$ cat config.mk
export PLATFORM = sky130hd
export DESIGN_NAME = leela_sprite_engine
export DESIGN_NICKNAME = d
export VERILOG_FILES = /design/src/rtl/leela_sprite_pkg.sv /design/src/rtl/leela_sprite_ram.sv /design/src/rtl/leela_sprite_engine.sv
export SDC_FILE = /design/constraint.sdc
export NUM_CORES = 2
export LEC_CHECK = 0
export ABC_AREA = 1
export ABC_CLOCK_PERIOD_IN_PS = 7190
export CAP_MARGIN = 10
export CORE_ASPECT_RATIO = 1.4
export CORE_MARGIN = 4
export CORE_UTILIZATION = 40
export CTS_CLUSTER_DIAMETER = 50
export CTS_CLUSTER_SIZE = 24
export DETAILED_ROUTE_END_ITERATION = 10
export PLACE_DENSITY = 0.55
export SLEW_MARGIN = 20
export SYNTH_ARGS = -nofsm -noshare
export SYNTH_HDL_FRONTEND = slang
export SYNTH_SLANG_ARGS = --single-unit
$ cat constraint.sdc
create_clock -name clk -period 7.19 [get_ports clk]
set_input_delay 1.438 -clock clk [delete_from_list [all_inputs] [get_ports clk]]
set_output_delay 1.438 -clock clk [all_outputs]
set_load 0.1 [all_outputs]
$ cat src/rtl/leela_sprite_pkg.sv
// Shared constants, fetch FSM encoding and address-width helper for the
// Leela sprite engine. Optional row mirroring is enabled by defining
// LEELA_SPRITE_MIRROR_EN (see leela_sprite_engine).
package leela_sprite_pkg;

  localparam int SPR_W_DEF   = 32;
  localparam int SPR_H_DEF   = 32;
  localparam int NFRAMES_DEF = 2;
  localparam int POS_W_DEF   = 11;

  // Per-line row fetch sequence.
  typedef enum logic [1:0] {
    IDLE = 2'd0,
    CALC = 2'd1,
    READ = 2'd2,
    LOAD = 2'd3
  } fetch_state_t;

  // Address width of the sprite RAM; never less than one bit.
  function automatic int calc_aw(input int nframes, input int spr_h);
    int depth;
    depth = nframes * spr_h;
    return (depth > 1) ? $clog2(depth) : 1;
  endfunction

endpackage

$ cat src/rtl/leela_sprite_ram.sv
// One write port, one read port synchronous RAM with registered output.
// A same-cycle read of the address being written returns the old data.
// Contents are not reset.
module leela_sprite_ram #(
  parameter int DW    = 32,
  parameter int AW    = 6,
  parameter int DEPTH = 64
) (
  input  logic          clk,
  input  logic          we,
  input  logic [AW-1:0] wr_adr,
  input  logic [DW-1:0] wr_dat,
  input  logic [AW-1:0] rd_adr,
  output logic [DW-1:0] rd_dat
);

  logic [DW-1:0] mem [DEPTH];

  // Write port.
  always_ff @(posedge clk) begin
    if (we) mem[wr_adr] <= wr_dat;
  end

  // Registered read port; sees the pre-write contents on a collision.
  always_ff @(posedge clk) begin
    rd_dat <= mem[rd_adr];
  end

endmodule

$ cat src/rtl/leela_sprite_engine.sv
// Leela sprite engine: CPU-written sprite RAM, frame-synchronous position
// shadowing, one row fetched per raster line and streamed as a 1-bit
// overlay mask on the pixel strobe.
// Optional feature macro: LEELA_SPRITE_MIRROR_EN adds mirror_i, which shows
// the row LSB first when active.
// Strobe semantics: pix_en_i is a single-cycle qualifier with no back
// pressure; each high cycle consumes one pixel and pix_o for that pixel is
// valid the following cycle and held until the next strobe.
module leela_sprite_engine
  import leela_sprite_pkg::*;
#(
  parameter int SPR_W   = SPR_W_DEF,
  parameter int SPR_H   = SPR_H_DEF,
  parameter int NFRAMES = NFRAMES_DEF,
  parameter int POS_W   = POS_W_DEF,
  localparam int AW     = calc_aw(NFRAMES, SPR_H),
  localparam int FW     = (NFRAMES > 1) ? $clog2(NFRAMES) : 1
) (
  input  logic             clk,
  input  logic             rst,
  input  logic             mem_we,
  input  logic [AW-1:0]    mem_adr,
  input  logic [SPR_W-1:0] mem_dat,
  input  logic             pos_we,
  input  logic [POS_W-1:0] pos_x,
  input  logic [POS_W-1:0] pos_y,
  input  logic [FW-1:0]    frame_sel,
  input  logic             spr_en,
`ifdef LEELA_SPRITE_MIRROR_EN
  input  logic             mirror_i,
`endif
  input  logic             frame_start_i,
  input  logic             line_start_i,
  input  logic             pix_en_i,
  output logic             pix_o,
  output logic             row_hit_o,
  output fetch_state_t     dbg_state
);

  localparam int CW = $clog2(SPR_W + 1);

  logic [POS_W-1:0] sh_x, sh_y, act_x, act_y;
  logic [FW-1:0]    sh_frame, act_frame;
  logic             sh_en, act_en;

  logic [POS_W-1:0] line_cnt, pix_cnt, pix_cnt_inc;
  logic [POS_W-1:0] row;
  logic             row_hit_d, hit_q;
  logic [AW-1:0]    calc_adr;
  logic [SPR_W-1:0] ram_q, load_data, shreg;
  logic [CW-1:0]    col;
  logic             shift_go;

  fetch_state_t     state_q, state_d;
  logic             calc_en, load_en;

  assign dbg_state = state_q;

  // Shadow registers take CPU writes; active copies change only at frame start.
  always_ff @(posedge clk) begin
    if (rst) begin
      sh_x      <= '0;
      sh_y      <= '0;
      sh_frame  <= '0;
      sh_en     <= 1'b0;
      act_x     <= '0;
      act_y     <= '0;
      act_frame <= '0;
      act_en    <= 1'b0;
    end else begin
      if (pos_we) begin
        sh_x     <= pos_x;
        sh_y     <= pos_y;
        sh_frame <= frame_sel;
        sh_en    <= spr_en;
      end
      if (frame_start_i) begin
        act_x     <= pos_we ? pos_x     : sh_x;
        act_y     <= pos_we ? pos_y     : sh_y;
        act_frame <= pos_we ? frame_sel : sh_frame;
        act_en    <= pos_we ? spr_en    : sh_en;
      end
    end
  end

`ifdef LEELA_SPRITE_MIRROR_EN
  logic sh_mir, act_mir;

  // Mirror bit follows the same shadow/active path as the enable.
  always_ff @(posedge clk) begin
    if (rst) begin
      sh_mir  <= 1'b0;
      act_mir <= 1'b0;
    end else begin
      if (pos_we) sh_mir <= mirror_i;
      if (frame_start_i) act_mir <= pos_we ? mirror_i : sh_mir;
    end
  end
`endif

  // Raster counters: all-ones start so the first strobe/line lands on 0.
  always_ff @(posedge clk) begin
    if (rst) begin
      line_cnt <= '1;
      pix_cnt  <= '1;
    end else begin
      if (frame_start_i)     line_cnt <= '1;
      else if (line_start_i) line_cnt <= line_cnt + POS_W'(1);
      if (line_start_i)      pix_cnt  <= '1;
      else if (pix_en_i)     pix_cnt  <= pix_cnt_inc;
    end
  end

  assign pix_cnt_inc = pix_cnt + POS_W'(1);

  // Row select for the current line; lines above the sprite wrap to a large row.
  always_comb begin
    row       = line_cnt - act_y;
    row_hit_d = act_en && (32'(row) < 32'(SPR_H));
    calc_adr  = AW'(32'(act_frame) * 32'(SPR_H) + 32'(row));
  end

  leela_sprite_ram #(
    .DW    (SPR_W),
    .AW    (AW),
    .DEPTH (NFRAMES * SPR_H)
  ) u_ram (
    .clk    (clk),
    .we     (mem_we),
    .wr_adr (mem_adr),
    .wr_dat (mem_dat),
    .rd_adr (calc_adr),
    .rd_dat (ram_q)
  );

  // Row word as it enters the shift register (optionally bit-reversed).
  always_comb begin
    load_data = ram_q;
`ifdef LEELA_SPRITE_MIRROR_EN
    if (act_mir) begin
      for (int i = 0; i < SPR_W; i++) load_data[i] = ram_q[SPR_W-1-i];
    end
`endif
  end

  // Fetch FSM state register.
  always_ff @(posedge clk) begin
    if (rst) state_q <= IDLE;
    else     state_q <= state_d;
  end

  // Fetch FSM next state; a new line always restarts the fetch.
  always_comb begin
    state_d = state_q;
    calc_en = 1'b0;
    load_en = 1'b0;
    if (line_start_i) begin
      state_d = CALC;
    end else begin
      case (state_q)
        IDLE: state_d = IDLE;
        CALC: begin
          state_d = READ;
          calc_en = 1'b1;
        end
        READ: state_d = LOAD;
        LOAD: begin
          state_d = IDLE;
          load_en = 1'b1;
        end
        default: state_d = IDLE;
      endcase
    end
  end

  // Shift starts when the strobe reaches act_x and runs for SPR_W strobes.
  assign shift_go = ((col != '0) || (pix_cnt_inc == act_x)) && (col < CW'(SPR_W));

  // Row load at end of fetch, then one bit out per strobe inside the window.
  always_ff @(posedge clk) begin
    if (rst) begin
      hit_q     <= 1'b0;
      shreg     <= '0;
      col       <= '0;
      pix_o     <= 1'b0;
      row_hit_o <= 1'b0;
    end else begin
      if (calc_en) hit_q <= row_hit_d;
      if (line_start_i) begin
        pix_o <= 1'b0;
      end else if (load_en) begin
        shreg     <= hit_q ? load_data : '0;
        row_hit_o <= hit_q;
        col       <= '0;
      end else if (pix_en_i) begin
        if (shift_go) begin
          pix_o <= shreg[SPR_W-1] & row_hit_o;
          shreg <= shreg << 1;
          col   <= col + CW'(1);
        end else begin
          pix_o <= 1'b0;
        end
      end
    end
  end

endmodule
==> run metrics <==
Post-Synth Simple-Gate Area=7.81%; post-route ant nets=0; # hold bufs at CTS=0; Post-CTS Setup Bufs=0; Distinct cells, synth=44; Clock Tree Root=clkbuf_16; CTS max path bufs=4; cell area power density=291 nW/um2; status=completed; Syn Area/Cell=13.3 um2; worst min path class=reg2reg; Synth Register Bits=2193; count leader, synth=edfxtp_1; Layout Area Growth over Synthesis=11.2%; die height=555 um; Core Area=212000 um2; Tcrit/Tclk final=60.6%; final worst setup slack=2.83 ns; main combinational cell family by area after synthesis=compound AO/OA/AOI/OAI gates; Cells after Synth=6409; Synthesis Warnings=0; clock transition at the registers of the reported paths=0.08 ns; die area=221000 um2; initial core utilization=40.3%; max_slew headroom=23.9%; Worst Path Max Fanout=19; IO Port Bufs=72; Synth Cell Area=85500 um2; DRT iter0 DRCs=5338; syn_nets=6496; TritonCTS buffer count=154; dpl cells=8978; later-pin clock latency in the skew report=0.82 ns; Setup CP Type=in2reg; number of global-route vias before repair=51100; Total Nets Final=6395; # setup viols final=0; Post-Synth Adder-Cell Area=0.272%; CP max-delay cell=nor2_4; Max Freq=0.230 GHz; Setup Skew=0.0388 ns; Crit path largest cell delay=1.07 ns; grt ovf=0; share of the yosys chip area belonging to registers=75.3%; CP top delay family=simple AND/OR/NAND/NOR gates; TNS Setup=0 ns; final wirelength=233000 um; Avg Vias per Cell=5.73; initial antenna violation count=9; multiplexer area fraction after synthesis=0%; fin util=44.7%; Compound-Gate Fraction of Synth Area=13.9%; DRT Pass-1 Iters=6; Async SR Flop Fraction=0%; post-synth top area cell=edfxtp_1; top post-synthesis cells by area=edfxtp_1 72%, o21ai_0 6.4%, nor2_1 5.5%, dfxtp_1 3.4%, o221ai_1 2.6%; Critical Path RT=7.68 ns; Top FF cell, synth=edfxtp_1; Finished Layout Cells=9252; hold_ws=0.471 ns; Synth top cells by count=2048 x edfxtp_1, 1242 x nor2_1, 1097 x o21ai_0; startpoint types=input pin; Cell Chain, Critical Path=clkdlybuf4s50_1 > inv_1 > nand4_1 > nor2_4 > buf_4; CP Capture Type=flip-flop; share of post-route cells with drive strength above 1=8.15%; max cap viols=0; largest net degree at the start of global routing=219; routed len/inst=25.2 um; total track usage=20.5%; H-tree depth=4; vias=53000; P_leak=29.5 nW; crit path DAT=4.85 ns; CTS tree=built; clock tree sinks=2193; Die Wd=399 um; dpl hpwl=126000 um; fin. max-slew vios=0; Post-CTS Resized=0; Least-Margin Pin Slew=1.14 ns; post-layout min period=4.36 ns; EDFF count, synth=2048; area share of the largest cell type after synthesis=71.9%; GPL Wtd Cong=0.816; VDD IR max=198 uV; unrepaired setup endpoints after global routing=no; num rows=200; first-pass GRT wire length=342000 um; IO Count=73; Final Hold Viols=0; CP Buf/Inv Count=3; Place WS=2.12 ns; xor/xnor share of the synthesized area=0.139%; drc violations=0
[report_power, final]
group          switching, W  internal (W)  leakage, nW
registers         0.0000690        0.0141         19.6
logic               0.00306       0.00111         7.38
clock network       0.00472       0.00455         2.51
[final timing paths]
path,start,end,slack [ns],cells past startpoint
worst max-delay path,mem_adr[1],u_ram.mem[41][27]$_DFFE_PP_,2.83,5
worst min-delay path,act_y[3]$_SDFFE_PP0P_,act_y[3]$_SDFFE_PP0P_,0.47,2
worst max register to register,line_cnt[0]$_SDFFE_PP1P_,u_ram.rd_dat[6]$_DFF_P_,3.05,12
worst min register to register,act_y[3]$_SDFFE_PP0P_,act_y[3]$_SDFFE_PP0P_,0.47,2
[final cells by class]
class | instances | area, um2
flip-flops and latches | 2193 | 64400
multi-input cells | 3663 | 19500
fillers | 18900 | 117000
clock inverters | 99 | 1200
clock buffers | 170 | 3990
well taps | 2828 | 3540
diodes | 3 | 7.51
repair buffers | 222 | 2170
inverters | 74 | 299
[cell families (layout without fill, tap and decap cells)]
| family | count (synthesis) | after routing |
|---|---|---|
| AOI/OAI and AO/OA | 1960 | 1960 |
| xor gates and xnor gates | 12 | 12 |
| adders and majority gates | 18 | 18 |
| buffers and inverters | 553 | 565 |
| DFF | 2193 | 2193 |
| other | 0 | 3 |
| and+or+nand+nor | 1673 | 1673 |
[sequential cells by signal, indices dropped and copies added (netlist names), 2 cells and up]
name / cells
u_ram.mem: 2048
shreg: 32
u_ram.rd_dat: 32
act_x: 11
act_y: 11
line_cnt: 11
pix_cnt: 11
sh_x: 11
sh_y: 11
col: 6
dbg_state: 2
[cells in the final DEF, fill, tap and decap left out, drive strengths merged, types with 2 or more instances in the layout]
| master | netlist | routed |
|---|---|---|
| nand2 | 185 | 185 |
| nor3 | 5 | 5 |
| xnor2 | 2 | 2 |
| o22a | 5 | 5 |
| o21ai | 1102 | 1102 |
| ha | 17 | 17 |
| o221ai | 256 | 256 |
| inv | 71 | 113 |
| a22oi | 30 | 30 |
| diode | 0 | 3 |
| xor2 | 9 | 9 |
| o211ai | 259 | 259 |
| dfxtp | 145 | 145 |
| nand3 | 208 | 208 |
| nor4 | 8 | 8 |
| a21oi | 46 | 46 |
| clkinvlp | 0 | 8 |
| o22ai | 256 | 256 |
| clkbuf | 372 | 170 |
| clkdlybuf4s50 | 0 | 40 |
| buf | 107 | 182 |
| bufinv | 0 | 9 |
| nor2 | 1244 | 1244 |
| clkinv | 3 | 43 |
| o21bai | 3 | 3 |
| edfxtp | 2048 | 2048 |
| nand3b | 3 | 3 |
| a21boi | 2 | 2 |
| nand4 | 16 | 16 |
[layer usage]
layer  track usage, %  part of all wire [%]  up-vias
li1                 -                     -    24100
met1             27.6                    41    27000
met4             5.90                   2.9        2
met5                0                0.0052        -
met2             35.1                    50     1618
met3             2.15                   5.4      316
[through the flow]
stage / cell area (um2) / power, W
2_1_floorplan: 85500 / 0.0170
3_3_place_gp: 89400 / 0.0186
3_5_place_dp: 89800 / 0.0187
4_1_cts: 95000 / 0.0279
5_1_grt: 95100 / 0.0287
6_report: 95100 / 0.0276
[tightest hold or removal path, delay by kind of cell, from the launching register on]
family                 cells  cell delay (ns)
buffers and inverters      1             0.07
DFF                        1             0.30
AOI/OAI and AO/OA          1             0.06
Note: power is estimated with default switching activity, not from simulation.
